**config.mk**
```make
export PLATFORM = sky130hd
export DESIGN_NAME = mux_sel_arbiter
export DESIGN_NICKNAME = d
export VERILOG_FILES = /design/src/rtl/mux_sel_arbiter.sv
export SDC_FILE = /design/constraint.sdc
export NUM_CORES = 1
export LEC_CHECK = 0
export BUFFER_PORTS_ARGS = -buffer_cell sky130_fd_sc_hd__buf_2
export CORE_AREA = 2 2 39 41
export DETAILED_ROUTE_END_ITERATION = 12
export DIE_AREA = 0 0 41 43
export GPL_ROUTABILITY_DRIVEN = 0
export HOLD_SLACK_MARGIN = 0.05
export SETUP_SLACK_MARGIN = 0.05
export SLEW_MARGIN = 25
export SYNTH_ARGS = -nofsm -noshare
export SYNTH_HDL_FRONTEND = slang
export SYNTH_SLANG_ARGS = --single-unit
```
**constraint.sdc**
```tcl
create_clock -name clk -period 4.5 [get_ports clk]
set_input_delay 0.675 -clock clk [delete_from_list [all_inputs] [get_ports clk]]
set_output_delay 0.675 -clock clk [all_outputs]
set_load 0.05 [all_outputs]
```
**src/rtl/mux_sel_arbiter.sv**
```systemverilog
// Round-robin arbiter that drives the select of a downstream 4:1 mux.
// Optional forced release after HOLD_CYCLES is enabled by defining MUX_ARB_TIMEOUT_EN.
module mux_sel_arbiter #(
  parameter int unsigned HOLD_CYCLES = 8
) (
  input  logic       clk,
  input  logic       rst_n,
  input  logic [3:0] req,
  input  logic       done,
  output logic [1:0] sel,
  output logic [3:0] grant,
  output logic       busy,
  output logic       timeout
);

  typedef enum logic {
    IDLE  = 1'b0,
    GRANT = 1'b1
  } state_t;

  state_t     state_q, state_d;
  logic [1:0] sel_q, sel_d;
  logic [1:0] ptr_q, ptr_d;
  logic [3:0] grant_q, grant_d;
  logic [1:0] winner, idx;
  logic       found;
  logic       forceRel;
  logic       normalRel;

  // First requesting channel found searching upward from ptr, wrapping 3->0.
  always_comb begin
    winner = ptr_q;
    found  = 1'b0;
    idx    = ptr_q;
    for (int i = 0; i < 4; i++) begin
      idx = ptr_q + i[1:0];
      if (!found && req[idx]) begin
        winner = idx;
        found  = 1'b1;
      end
    end
  end

  assign normalRel = done || !req[sel_q];

  always_comb begin
    state_d = state_q;
    sel_d   = sel_q;
    ptr_d   = ptr_q;
    grant_d = grant_q;
    case (state_q)
      IDLE: begin
        if (found) begin
          state_d = GRANT;
          sel_d   = winner;
          grant_d = 4'(1) << winner;
        end
      end
      GRANT: begin
        if (normalRel || forceRel) begin
          state_d = IDLE;
          grant_d = 4'b0000;
          ptr_d   = sel_q + 2'd1;
        end
      end
      default: state_d = IDLE;
    endcase
  end

  always_ff @(posedge clk or negedge rst_n) begin
    if (!rst_n) begin
      state_q <= IDLE;
      sel_q   <= 2'd0;
      ptr_q   <= 2'd0;
      grant_q <= 4'b0000;
    end else begin
      state_q <= state_d;
      sel_q   <= sel_d;
      ptr_q   <= ptr_d;
      grant_q <= grant_d;
    end
  end

`ifdef MUX_ARB_TIMEOUT_EN
  localparam logic [7:0] HoldLast = 8'(HOLD_CYCLES - 1);

  logic [7:0] cnt_q, cnt_d;
  logic       timeout_q, timeout_d;

  // Counter is zero on the first grant cycle; done or a dropped request wins over the timeout.
  assign forceRel  = (state_q == GRANT) && (cnt_q == HoldLast);
  assign cnt_d     = (state_q == GRANT) ? cnt_q + 8'd1 : 8'd0;
  assign timeout_d = forceRel && !normalRel;

  always_ff @(posedge clk or negedge rst_n) begin
    if (!rst_n) begin
      cnt_q     <= 8'd0;
      timeout_q <= 1'b0;
    end else begin
      cnt_q     <= cnt_d;
      timeout_q <= timeout_d;
    end
  end

  assign timeout = timeout_q;
`else
  assign forceRel = 1'b0;
  assign timeout  = 1'b0;
`endif

  assign sel   = sel_q;
  assign grant = grant_q;
  assign busy  = (state_q == GRANT);

endmodule

```
==> metrics <==
minimum clock period=roughly 1.7 ns; DR WL/cell=~12 um; Num CTS Buffers=3; Max-cap violations=0; vias in the first global route=around 390; clk slew on worst S/H paths=~0.06 ns; Root Driver=clkbuf_4; Peak VDD IR=0.000302 V; Yosys cell types=25; P per Cell Area=825 nW/um2; Worst setup EP type=flop; drt first pass iters=2; WP depth=5; synth-to-layout area growth=20.6%; worst min-delay path class=input port to asynchronous set/reset pin; Buf/Inv on CP=1; synthesized instance count=between 40 and 50; first-pass GRT wire length=roughly 1.6 mm; gr ovfl total=0; DP HPWL=767 um; TritonCTS clock tree=done; Critical Path AT=1.82 ns; largest net degree at the start of global routing=10; most frequent cells in the layout=buf_2, dfrtp_1, a21oi_1, nor2_1, inv_1; Setup Fix Bufs, Post-CTS=0; R2R Setup Slk=between 2 and 3 ns; Row Count=14; setup_tns=0 ns; DR vias=about 400; vias per inst=5.04; synthesized net count=56; classification of the worst setup path=input port to flop; Reg-to-Reg Start=sel[0]; core area=approximately 1400 um2; placed insts=77; reg-to-reg endpoint=grant[2]; sequential area share after synthesis=0.448; synthesized area per cell=roughly 10 um2; min setup slack post-route=between 2 and 3 ns; CP max stage cell=mux4_2; Yosys reg bits=9; fmax=around 600 MHz; Die Wd=41 um; initial core utilization=0.363; number of nets with antenna violations after routing=0; Setup violations, final=0; most common library cell in the layout ignoring fill and taps=buf_2; initial DRC count=2; # fillers=144; die height=between 40 and 50 um; Fin. Hold Viols=0; I/O Buffers=13; layout cells sized above 1=0.369; Syn Std Cell Area=roughly 500 um2; # diodes=0; # DRC=0; Total Routed Length=988 um; H-tree levels=1; Hold-fix buffers, CTS=0; type of origin of the critical path=input port; CP required=~4.6 ns; GRT Util Overall=0.133; Clk Latency, worst-skew pair=0.26 ns; cell family with most CP delay=multiplexers; RSZ-0062 raised after global routing=no; Die Footprint=roughly 1800 um2; Worst Skew=between 0.007 and 0.008 ns; Clock Sinks=9; crit-path max cell delay=roughly 0.5 ns; Pins Over Slew Limit=0; post-place setup slack=2.57 ns; Layout Cells excl Fill=81; maximum clock insertion buffer count=2; Final period util=0.372; leakage power=a little under 0.3 nW; final net count=73; CP cell instances=buf_2 -> mux4_2 -> a21oi_4 -> nor2_2 -> a22o_1; IO Pins=15; synth warn=0; status=finished clean; worst r2r path cells=4; initial antenna violation count=0; PostCTS Resize Cnt=0; crit-path max FO=6
## cell type report
cell class                 instances  area (um2)  share of cell area
inverter                           4        15.0              0.0247
timing repair buffer              13        65.1               0.107
tap                               16        20.0              0.0330
multi-input combinational         35         255               0.421
sequential                         9         225               0.371
clock buffer                       4        26.3              0.0433
## through the flow
stage                     cell area, um2  hold slack (ns)  power (mW)  utilization
after global placement               581            0.479       0.440        0.420
final                                607            0.248       0.500        0.439
after detailed placement             581            0.478       0.440        0.420
after floorplan                      503            0.379       0.379            -
after CTS                            607            0.250       0.504        0.439
after global routing                 607            0.242       0.535        0.439
## logic make-up (layout without fill, tap and decap cells)
| family | Yosys count | in the layout | share of synthesized area |
|---|---|---|---|
| simple gates | 14 | 14 | 0.154 |
| buf+inv | 5 | 21 | 0.0448 |
| other cells | 1 | 1 | 0.00746 |
| flops | 9 | 9 | 0.448 |
| mux | 1 | 1 | 0.0448 |
| compound gates | 18 | 18 | 0.284 |
| xor+xnor | 1 | 1 | 0.0174 |
## power by group
part	switching, mW	leakage (nW)	total, mW	internal, mW
combinational	0.191	0.163	0.281	0.0900
clock	0.0277	0.0150	0.0618	0.0341
sequential	0.0380	0.111	0.158	0.120
total	0.257	0.289	0.500	0.244
## cells in the mapped netlist
master	count	area share
o21ai_0	2	0.020
a22o_1	2	0.035
a2111oi_2	1	0.030
a21o_2	1	0.017
xnor2_1	1	0.017
dfrtp_1	9	0.45
or2_2	1	0.012
nand2b_1	2	0.025
conb_1	1	0.0075
o2bb2ai_1	2	0.035
a211oi_1	2	0.030
a21oi_4	1	0.032
buf_4	1	0.015
nor2b_1	1	0.012
a21o_1	1	0.015
a21oi_1	5	0.050
nor3b_1	1	0.015
inv_1	4	0.030
nor2_1	5	0.037
nor2_2	1	0.012
mux4_2	1	0.045
a211o_2	1	0.020
nand2_1	1	0.0075
nor4_1	1	0.012
nor3_2	1	0.020
## flip-flops by register name, summed over array words and instances (netlist names)
register / flops
busy: 1
grant: 4
ptr_q: 2
sel: 2
## routing by layer
layer  GRT usage  part of all wire  up-vias
li1            -                 -      207
met1       0.187              0.50      191
met2       0.178              0.46        8
met3      0.0314             0.033        2
met4      0.0800            0.0091        0
met5           0                 0        -
## how the worst max path moves through the flow
stage | startpoint | to | slack, ns
floorplan | sel[0] | grant[2] | 2.63
global placement | req[3] | grant[2] | 2.57
detailed placement | req[3] | grant[2] | 2.57
CTS | sel[0] | sel[0] | 2.81
global route | req[0] | grant[2] | 2.74
finish | req[3] | grant[2] | 2.82
Power figures use the tool's default switching activity.
